## src/rtl/piece_queue.sv

```systemverilog
// piece_queue: fetches 7-piece bags from a bag generator and serves them in order
// as a FIFO of upcoming piece IDs with a 3-entry preview.
module piece_queue #(
    parameter int DEPTH   = 14,
    parameter int TIMEOUT = 1023
) (
    input  logic        clk,
    input  logic        reset,
    output logic        bag_newbag,
    input  logic        bag_ready,
    input  logic [20:0] bag_pieces,
    input  logic        piece_req,
    output logic        piece_valid,
    output logic [2:0]  piece_out,
    output logic [8:0]  preview,
    output logic [3:0]  count,
    output logic        bag_timeout,
    output logic        bag_err
);
    localparam int QW = 3 * DEPTH;
    localparam int CW = $clog2(TIMEOUT + 1);
    localparam logic [3:0] LOW = 4'(DEPTH - 7);
    localparam logic [CW-1:0] TLAST = CW'(TIMEOUT - 1);
    typedef enum logic [1:0] {IDLE, REQ, WAIT} state_t;
    state_t        state_q;
    logic [QW-1:0] q_q, q_d, shifted, mask, ins;
    logic [3:0]    count_q, count_d, wr;
    logic [CW-1:0] cnt_q;
    logic          ready_prev_q, newbag_q, timeout_q, err_q;
    logic          edge_rise, pop, push, bad;
    logic [7:0]    seen;
    assign edge_rise = bag_ready && !ready_prev_q;
    assign pop       = piece_req && (count_q != 4'd0);
    assign push      = (state_q == WAIT) && edge_rise;
    assign wr        = count_q - {3'b000, pop};
    // Entry 0 is the head; a push lands right after the entries surviving a same-cycle pop.
    always_comb begin
        shifted = pop ? (q_q >> 3) : q_q;
        mask    = QW'(21'h1FFFFF) << (3 * wr);
        ins     = QW'(bag_pieces) << (3 * wr);
        q_d     = push ? ((shifted & ~mask) | ins) : shifted;
        count_d = wr + (push ? 4'd7 : 4'd0);
    end
    always_comb begin
        seen = '0;
        bad  = 1'b0;
        for (int k = 0; k < 7; k++) begin
            bad = bad | (bag_pieces[3*k +: 3] == 3'd7) | seen[bag_pieces[3*k +: 3]];
            seen[bag_pieces[3*k +: 3]] = 1'b1;
        end
    end
    always_ff @(posedge clk) begin
        if (reset) begin
            state_q      <= IDLE;
            cnt_q        <= '0;
            newbag_q     <= 1'b0;
            timeout_q    <= 1'b0;
            err_q        <= 1'b0;
            ready_prev_q <= 1'b0;
            count_q      <= 4'd0;
            q_q          <= '0;
        end else begin
            ready_prev_q <= bag_ready;
            count_q      <= count_d;
            q_q          <= q_d;
            newbag_q     <= 1'b0;
            case (state_q)
                IDLE: if (count_q <= LOW) begin
                    state_q  <= REQ;
                    newbag_q <= 1'b1;
                end
                REQ: begin
                    state_q <= WAIT;
                    cnt_q   <= '0;
                end
                WAIT: if (edge_rise) begin
                    state_q <= IDLE;
                    err_q   <= err_q | bad;
                end else if (cnt_q == TLAST) begin
                    state_q   <= REQ;
                    newbag_q  <= 1'b1;
                    timeout_q <= 1'b1;
                end else begin
                    cnt_q <= cnt_q + 1'b1;
                end
                default: state_q <= IDLE;
            endcase
        end
    end
    assign bag_newbag  = newbag_q;
    assign bag_timeout = timeout_q;
    assign bag_err     = err_q;
    assign count       = count_q;
    assign piece_valid = count_q != 4'd0;
    assign piece_out   = piece_valid ? q_q[2:0] : 3'b000;
    assign preview     = {count_q > 4'd3 ? q_q[11:9] : 3'b111,
                          count_q > 4'd2 ? q_q[8:6]  : 3'b111,
                          count_q > 4'd1 ? q_q[5:3]  : 3'b111};
endmodule

```

## config.mk

```make
export PLATFORM = sky130hd
export DESIGN_NAME = piece_queue
export DESIGN_NICKNAME = d
export VERILOG_FILES = /design/src/rtl/piece_queue.sv
export SDC_FILE = /design/constraint.sdc
export NUM_CORES = 1
export LEC_CHECK = 0
export ABC_CLOCK_PERIOD_IN_PS = 11200
export BUFFER_PORTS_ARGS = -buffer_cell sky130_fd_sc_hd__buf_4
export CORE_MARGIN = 2
export CORE_UTILIZATION = 30
export DETAILED_ROUTE_END_ITERATION = 8
export PLACE_DENSITY_LB_ADDON = 0.08
export SETUP_SLACK_MARGIN = 0.5
export SLEW_MARGIN = 25
export SYNTH_ARGS = -nofsm -noshare
export SYNTH_HDL_FRONTEND = slang
export SYNTH_SLANG_ARGS = --single-unit
```

## constraint.sdc

```tcl
create_clock -name clk -period 11.2 [get_ports clk]
set_clock_uncertainty 0.2 [all_clocks]
set_input_delay 0.56 -clock clk [delete_from_list [all_inputs] [get_ports clk]]
set_output_delay 0.56 -clock clk [all_outputs]
set_load 0.02 [all_outputs]
```

# Word-level counts from Yosys, hierarchy flattened
# Memory sizes are Yosys's and may differ from the RTL's.
# Cells that the tools add are included.
dict set report word_totals {
  rom_bits 8
  n_memories 1
  reg_bits 62
}
# memory words word_bits rd rd_clocked_by_memory_dff wr line
set memory_table {}
lappend memory_table {{(no name shown)} 8 1 1 0 0 48} ;# bad = bad | (bag_pieces[3*k +: 3] == 3'd7) | seen[bag_pieces[3*k +: 3]];
dict set report classes {
  n_addsub 3
  n_mul 1
  n_mux 43
  n_eq_ne 14
  n_reduce_logical 17
  bitwise 23
  n_lt_le_gt_ge 17
  shift 2
}
# op n
set op_table {}
lappend op_table {{$mux 42} 2}
lappend op_table {{$and 42x42->42} 1}
lappend op_table {{$not 42->42} 1}
lappend op_table {{$or 42x42->42} 1}
lappend op_table {{$shl 21x6->42} 1}
lappend op_table {{$shl 21x6->42 const A} 1}
lappend op_table {{$or 8x8->8} 5}
lappend op_table {{$lt 3x4->1 const B} 7}
lappend op_table {{$eq 3x3->1 const B} 7}
lappend op_table {{$mux 10} 2}
lappend op_table {{$pmux 10 s2} 1}
lappend op_table {{$bmux 1 s3} 6}
lappend op_table {{$demux 1 s3} 6}
lappend op_table {{$ge 3x1->1 const B} 6}
lappend op_table {{$mux 1} 16}
lappend op_table {{$mux 3} 5}
lappend op_table {{$or 1x1->1} 14}
lappend op_table {{$add 10x1->10 const B} 1}
lappend op_table {{$eq 10x10->1 const B} 1}
lappend op_table {{$logic_and 1x1->1} 9}
lappend op_table {{$gt 4x2->1 const B} 2}
lappend op_table {{$mul 2x4->6 const A} 1}
lappend op_table {{$mux 2} 3}
lappend op_table {{$ne 2x2->1 const B} 3}
lappend op_table {{other kinds (16)} 18}

# Logic depth before layout (Yosys ltp)
# Gate-level depths: netlist of the first run.
dict set report depth {
  word_depth 18
  ltp_mapped 19
}

# Worst setup path before layout of the first run
# Ideal clock, no wire load.
dict set report synth_path {
  kind {register to register}
  from {register count_q[2] (netlist: count[2])}
  to {register q_q[24]}
  arrival_time_ns 4.454
  slack_ns 6.476
  path_buffers 6
  setup_time_ns 0.070
  stages_incl_launch_ff 19
  synth_period_minus_slack_ns 4.724
  t_required_ns 10.930
  path_cell_list {dfxtp_1 -> buf_4 -> or4_4 -> nand2_2 -> inv_1 -> clkbuf_1 -> ha_1 -> buf_4 -> clkbuf_1 -> inv_1 -> ha_1 -> fa_1 -> buf_2 -> a21oi_1 -> nand2_1 -> nor2_1 -> buf_2 -> a22oi_1 -> a21oi_1}
}
dict set report synth_via {
  elab_chain_len 9
  word_cells_on_any_way 11
  classes_between {add/sub: 1; mul: 1; shift: 2; mux: 2; bitwise: 3; reduce/logical: 2}
}
# item line
set synth_rtl {}
lappend synth_rtl {{start: declaration} 27} ;# logic [3:0] count_q, count_d, wr;
lappend synth_rtl {{start signal: assignment} 64} ;# count_q <= count_d;
lappend synth_rtl {{$reduce_bool 4->1 (*)} -}
lappend synth_rtl {{net piece_valid} 13} ;# output logic piece_valid,
lappend synth_rtl {{$logic_and 1x1->1 (*)} 33} ;# assign pop = piece_req && (count_q != 4'd0);
lappend synth_rtl {{$sub 4x1->4} 35} ;# assign wr = count_q - {3'b000, pop};
lappend synth_rtl {{$mul 2x4->6} {39, 40}}
lappend synth_rtl {{$shl 21x6->42} 39} ;# mask = QW'(21'h1FFFFF) << (3 * wr);
lappend synth_rtl {{$not 42->42} 41} ;# q_d = push ? ((shifted & ~mask) | ins) : shifted;
lappend synth_rtl {{$and 42x42->42} 41}
lappend synth_rtl {{$or 42x42->42} 41}
lappend synth_rtl {{$mux 42 (*)} 41}
lappend synth_rtl {{end signal: assignment} 65} ;# q_q <= q_d;
lappend synth_rtl {{end: declaration} 26} ;# logic [QW-1:0] q_q, q_d, shifted, mask, ins;
# The timed path passes the listed nets; every way through them passes the cells marked *.
# A chain may end at the register's enable or synchronous reset.

# Worst setup path in the final report of the first run
dict set report layout_path {
  from {register count_q[2] (netlist: count[2])}
  to {register q_q[1]}
}
dict set report layout_via {
  elab_chain_len 9
  word_cells_on_any_way 11
  classes_between {add/sub: 1; mul: 1; shift: 2; mux: 2; bitwise: 3; reduce/logical: 2}
}
# item line
set layout_rtl {}
lappend layout_rtl {{$reduce_bool 4->1} 33}
lappend layout_rtl {{$logic_and 1x1->1} 33}
lappend layout_rtl {{$sub 4x1->4} 35}
lappend layout_rtl {{$mul 2x4->6} {39, 40}}
lappend layout_rtl {{$shl 21x6->42} 39}
lappend layout_rtl {{$not 42->42} 41}
lappend layout_rtl {{$and 42x42->42} 41}
lappend layout_rtl {{$or 42x42->42} 41}
lappend layout_rtl {{$mux 42 (*)} 41}
# Mark *: on every way between the ends. The rest lies on a longest branch, timed or not.

==> results of run 1 <==
==> registers in the layout (all words and copies together), names as in the netlist <==
signal and count:
ready_prev_q 1, cnt_q 10, bag_err 1, q_q 42
count 4, state_q 2, bag_timeout 1, bag_newbag 1
==> final timing paths <==
path	to	slack [ps]	cells after the start
min	ready_prev_q$_SDFF_PP0_	260	2
max	q_q[1]$_SDFF_PP0_	4350	14
max reg2reg	q_q[1]$_SDFF_PP0_	4350	14
min reg2reg	q_q[15]$_SDFF_PP0_	280	2
==> cells by family (layout without fill, tap and decap cells) <==
family                   after synthesis  count (layout)  synth area share
XOR/XNOR                              20              20            0.0353
AO/OA/AOI/OAI                        192             192             0.219
multiplexers                          67              67             0.155
buffers and inverters                 88              92            0.0706
AND/OR/NAND/NOR                      318             318             0.274
flip-flops                            62              62             0.210
adder cells (fa/ha/maj)               16              16            0.0364
==> layout make-up <==
cell class | count | area (sq um) | share of cell area
tap | 265 | 332 | 0.0499
sequential | 62 | 1240 | 0.187
multi-input combinational | 613 | 4270 | 0.642
clock buffer | 12 | 256 | 0.0386
inverter | 21 | 78.8 | 0.0119
timing repair buffer | 55 | 413 | 0.0622
clock inverter | 4 | 53.8 | 0.00810
==> layer usage <==
layer  vias to the layer above  track usage
li1                       2812            -
met1                      2974        0.281
met2                       225        0.348
met3                        42       0.0358
met4                         0       0.0766
met5                         -            0
==> stage by stage <==
| stage | area [sq um] | instances | hold slack, ps | worst slack [ps] |
|---|---|---|---|---|
| after floorplan | 5920 | 763 | 252 | 6480 |
| after global placement | 6330 | 1016 | 264 | 4670 |
| after detailed placement | 6330 | 1016 | 271 | 4500 |
| after CTS | 6640 | 1032 | 243 | 4480 |
| after global routing | 6640 | 1032 | 256 | 4030 |
| final | 6640 | 1032 | 257 | 4350 |
==> cell usage after synthesis, types with 9 or more instances <==
cell type | instances | share of area
a21oi_1 | 59 | 0.050
a22oi_1 | 13 | 0.016
a311oi_1 | 12 | 0.018
a31oi_1 | 9 | 0.0095
buf_2 | 13 | 0.011
buf_4 | 13 | 0.016
clkbuf_1 | 36 | 0.023
dfxtp_1 | 62 | 0.21
ha_1 | 14 | 0.030
inv_1 | 20 | 0.013
mux2_2 | 15 | 0.029
mux2i_1 | 35 | 0.059
mux4_2 | 13 | 0.049
nand2_1 | 59 | 0.037
nand2b_1 | 16 | 0.017
nand3_1 | 24 | 0.020
nand3b_1 | 16 | 0.020
nor2_1 | 91 | 0.058
nor2b_1 | 10 | 0.011
nor3_1 | 32 | 0.027
o21ai_0 | 21 | 0.018
o22ai_1 | 9 | 0.0095
or2_2 | 11 | 0.012
xor2_1 | 11 | 0.016
==> worst reg2reg max path, delay by kind of cell (launching register included) <==
| family | cells | cell delay (ps) |
|---|---|---|
| buffers and inverters | 4 | 1550 |
| and+or+nand+nor | 4 | 2240 |
| AOI/OAI and AO/OA | 3 | 1140 |
| DFF | 1 | 410 |
| adders and majority gates | 3 | 1250 |
==> impl_metrics.toml, run 1 <==
[detailed_routing]
wl_met2_um = 10300
viasPerCell = 5.87
top_layer_used = "met4"
drt_pass1_iterations = 5
wl_met3_um = 1250
avgRoutedWirePerCell_um = 21.1
ant_nets = 0
drt_iter0_drc = 522
drc = 0
vias = 6053
wirelength_um = 21800
wl_met1_um = 9660

[finish]
layout_common_cells = "91 x nor2_1, 62 x dfxtp_1, 59 x nand2_1, 59 x a21oi_1, 55 x buf_4"
final_nets = 803
antenna_cells = 0
fin_util = 0.342
area_growth_pct = 12.2
drive_gt1_frac = 0.164
fillCellCount = 2143
mostFrequentLayoutCell = "nor2_1"

[die]
die-area_sq_um = 20900
die_h_um = 144
start_util = 0.305
ios = 45
row_count = 51
die_w_um = 144
fp.coreArea_sq_um = 19400

[sta]
max_freq_ghz = 0.146
rsz0062_at_grt = "no"
fin_setup_tns_ps = 0
finalHoldViolCount = 0
final-setup-viol-count = 0
fin_crit_ps = 6850
relSlewSlack = 0.267
maxSlewViolCount = 0
worstMarginPinSlew_ps = 1090
finalCritPeriodShare = 0.611

[synth]
synth_enable_flop_cells = 0
syn_area_sq_um = 5920
ys_ff_latch = 62
ys.flop_type = "dfxtp_1"
ys_types = 72
syn-num-nets = 804
yosys_warnings = 0
syn_avg_cell_area_sq_um = 7.76
async_flop_share = 0
ys_seq_area_frac = 0.210
synthCells = 763

[grt]
grt_pass1_vias = 5826
grt_use_total = 0.212
antenna_found_initial = 0
overflow = 0
grt_max_degree = 56
grt_pass1_wl_um = 33900

[setup_path]
max_stage_delay_ps = 890
cp_top_family = "simple AND/OR/NAND/NOR gates"
cpMaxStageDelayCell = "nor2_1"
r2r-start = "count[2]$_SDFF_PP0_"
crit_type = "reg2reg"
worstPathCellList = "or4_4 -> nand2_2 -> buf_4 -> inv_1 -> ha_1 -> buf_4 -> inv_1 -> ha_1 -> fa_1 -> a21oi_1 -> nand2_1 -> nor2_1 -> a221oi_1 -> a311oi_1"
worstSetupStartpoint = "count[2]$_SDFF_PP0_"
setup.worst_path.end_class = "register"
path_max_fanout = 49
cp.required_ps = 11250
critPathArrivalTime_ps = 6900
crit_path_start_kind = "register"
path_buf_inv = 4

[run_status]
status = "finished, final reports clean"

[clocking]
clk_pin_slew_ps = 60
clock_latency_ps = 340
clockBufferDepth = 2
cts_tree = "built"
cts_setup_buffers = 0
cts_resized = 0
cts_buffers = 9
hold_buffers = 0
htree_levels = 3
cts_sinks = 62
cts_root_buf = "clkbuf_16"

[placement]
dp_hpwl_um = 15600
place_congestion = 0.945
io_buffers = 44

[hold_path]
hold_path.startpoint = "bag_ready"
hp-class = "in2reg"

[flow_run]
drv_cap = 0
Power of run 1 is not shown: default switching activity piles up to over one toggle a cycle in this logic, so the estimate is an artifact.
==> run 2, diff against run 1 <==
- ABC_CLOCK_PERIOD_IN_PS: 11200 -> 5600
- clock period: 11.2 -> 5.6 ns (I/O delays scaled with it)
==> run 2 against run 1 <==
Net effect: final area grew 1.0%; setup slack lost 3600 ps; critical path depth shrank 1; sequential share of layout area shrank 0.19 points; die area is the same; worst hold slack lost 130 ps; via count is essentially flat; flip-flop and latch count is the same; first-iteration DRC count grew 24%; critical path type unchanged.
==> impl_metrics.toml, run 2 (synthesized netlist as in run 1, its figures left out) <==
[run_status]
status = "finished, final reports clean"

[setup_path]
path_max_fanout = 16
reg2regPathDepth = 13
r2r-start = "count[2]$_SDFF_PP0_"
cpMaxStageDelayCell = "ha_1"
cp.required_ps = 5600
worstPathCellList = "or4_4 -> nand2_2 -> inv_1 -> ha_1 -> ha_1 -> ha_1 -> buf_4 -> mux2_2 -> a21oi_1 -> a21oi_1 -> o21ai_0 -> a2bb2oi_1 -> a21oi_1"
reg2reg_to = "q_q[37]$_SDFF_PP0_"
crit_type = "reg2reg"
crit_path_start_kind = "register"
setup.worst_path.end_class = "register"
reg2reg_slack_ps = 730
critPathArrivalTime_ps = 4870
max_stage_delay_ps = 810

[detailed_routing]
avgRoutedWirePerCell_um = 21.2
ant_nets = 0
drc = 0
wirelength_um = 22100
vias = 6055
drt_iter0_drc = 645
drt_pass1_iterations = 5
viasPerCell = 5.81

[sta]
finalCritPeriodShare = 0.869
fin_hold_ws_ps = 131
fin_setup_tns_ps = 0
final-setup-viol-count = 0
finalHoldViolCount = 0
maxSlewViolCount = 0
rsz0062_at_grt = "no"
max_freq_ghz = 0.205
worstMarginPinSlew_ps = 949
fin_crit_ps = 4870
relSlewSlack = 0.363

[placement]
dp_cells = 1025
dpl_cell_area_sq_um = 6400
dp_hpwl_um = 16100
io_buffers = 44
place_congestion = 0.942

[finish]
antenna_cells = 0
area_growth_pct = 13.4
layout_common_cells = "91 x nor2_1, 64 x buf_4, 62 x dfxtp_1, 59 x nand2_1, 59 x a21oi_1"
fin_cells = 1042
mostFrequentLayoutCell = "nor2_1"
regMostFlops = "q_q"
largest_register_ffs = 42
drive_gt1_frac = 0.174
fin_area_sq_um = 6710
fillCellCount = 2094
final_nets = 813

[grt]
gr-max-usage-layer = "met2"
grtUsageMet2 = 0.351
gr-usage-met3 = 0.0305
grt_pass1_vias = 5842
grt_pass1_wl_um = 34500
grtUsageMet1 = 0.287
overflow = 0
grt_max_degree = 56
antenna_found_initial = 0
grt_use_total = 0.217

[clocking]
clock_latency_ps = 350
clockBufferDepth = 2
cts_setup_buffers = 0
cts_tree = "built"
cts_sinks = 62
clk_pin_slew_ps = 60
htree_levels = 3
cts_root_buf = "clkbuf_16"
cts_buffers = 9

[die]
die-area_sq_um = 20900
die_w_um = 144
ios = 45
fp.coreArea_sq_um = 19400
start_util = 0.305
row_count = 51
die_h_um = 144

[hold_path]
hold_path.startpoint = "bag_pieces[20]"
hold-path-endpoint = "bag_err$_SDFFE_PP0P_"
holdPathStages = 3
hp-class = "in2reg"

[flow_run]
drv_cap = 0
==> run 2: worst max-delay path by stage <==
stage / from / to / slack (ps) / cells after the start
2_1_floorplan: count[2]$_SDFF_PP0_ / q_q[24]$_SDFF_PP0_ / 880 / 18
3_3_place_gp: count[2]$_SDFF_PP0_ / q_q[24]$_SDFF_PP0_ / 710 / 13
4_1_cts: count[2]$_SDFF_PP0_ / q_q[24]$_SDFF_PP0_ / 720 / 13
3_5_place_dp: count[2]$_SDFF_PP0_ / q_q[24]$_SDFF_PP0_ / 740 / 13
6_report: count[2]$_SDFF_PP0_ / q_q[37]$_SDFF_PP0_ / 730 / 13
5_1_grt: count[2]$_SDFF_PP0_ / q_q[34]$_SDFF_PP0_ / 540 / 14
==> run 2: stage by stage <==
stage,util,setup WS (ps)
floorplan,-,876
global placement,0.330,711
detailed placement,0.330,739
CTS,0.346,716
global route,0.346,536
finish,0.346,732
==> run 2: area by class of cell <==
type / instances / area (sq um) / share of cell area
Clock buffer: 11 / 243 / 0.0362
Clock inverter: 5 / 58.8 / 0.00876
Inverter: 21 / 78.8 / 0.0117
Multi-Input combinational cell: 613 / 4270 / 0.636
Sequential cell: 62 / 1240 / 0.185
Tap cell: 265 / 332 / 0.0494
Timing Repair Buffer: 65 / 490 / 0.0731
==> run 2: per-layer routing <==
metal  vias up  share of wire
met5         -              0
met4         0          0.039
met3        51          0.060
met2       264           0.46
met1      2889           0.44
li1       2851              -
==> run 2: worst max-delay path, delay by kind of cell, from the launching register on <==
kind	cells	cell delay (ps)
simple gates	2	730
flops	1	410
fa+ha+maj	3	1370
mux	1	340
buf+inv	2	320
compound gates	5	1330
==> run 2: what timing repair did <==
item                       in CTS  in global routing
resized for setup               0                  1
setup endpoints to repair       0                  2
hold endpoints to repair        1                  0
hold buffers                    1                  0
Power of run 2 is left out for the same reason.
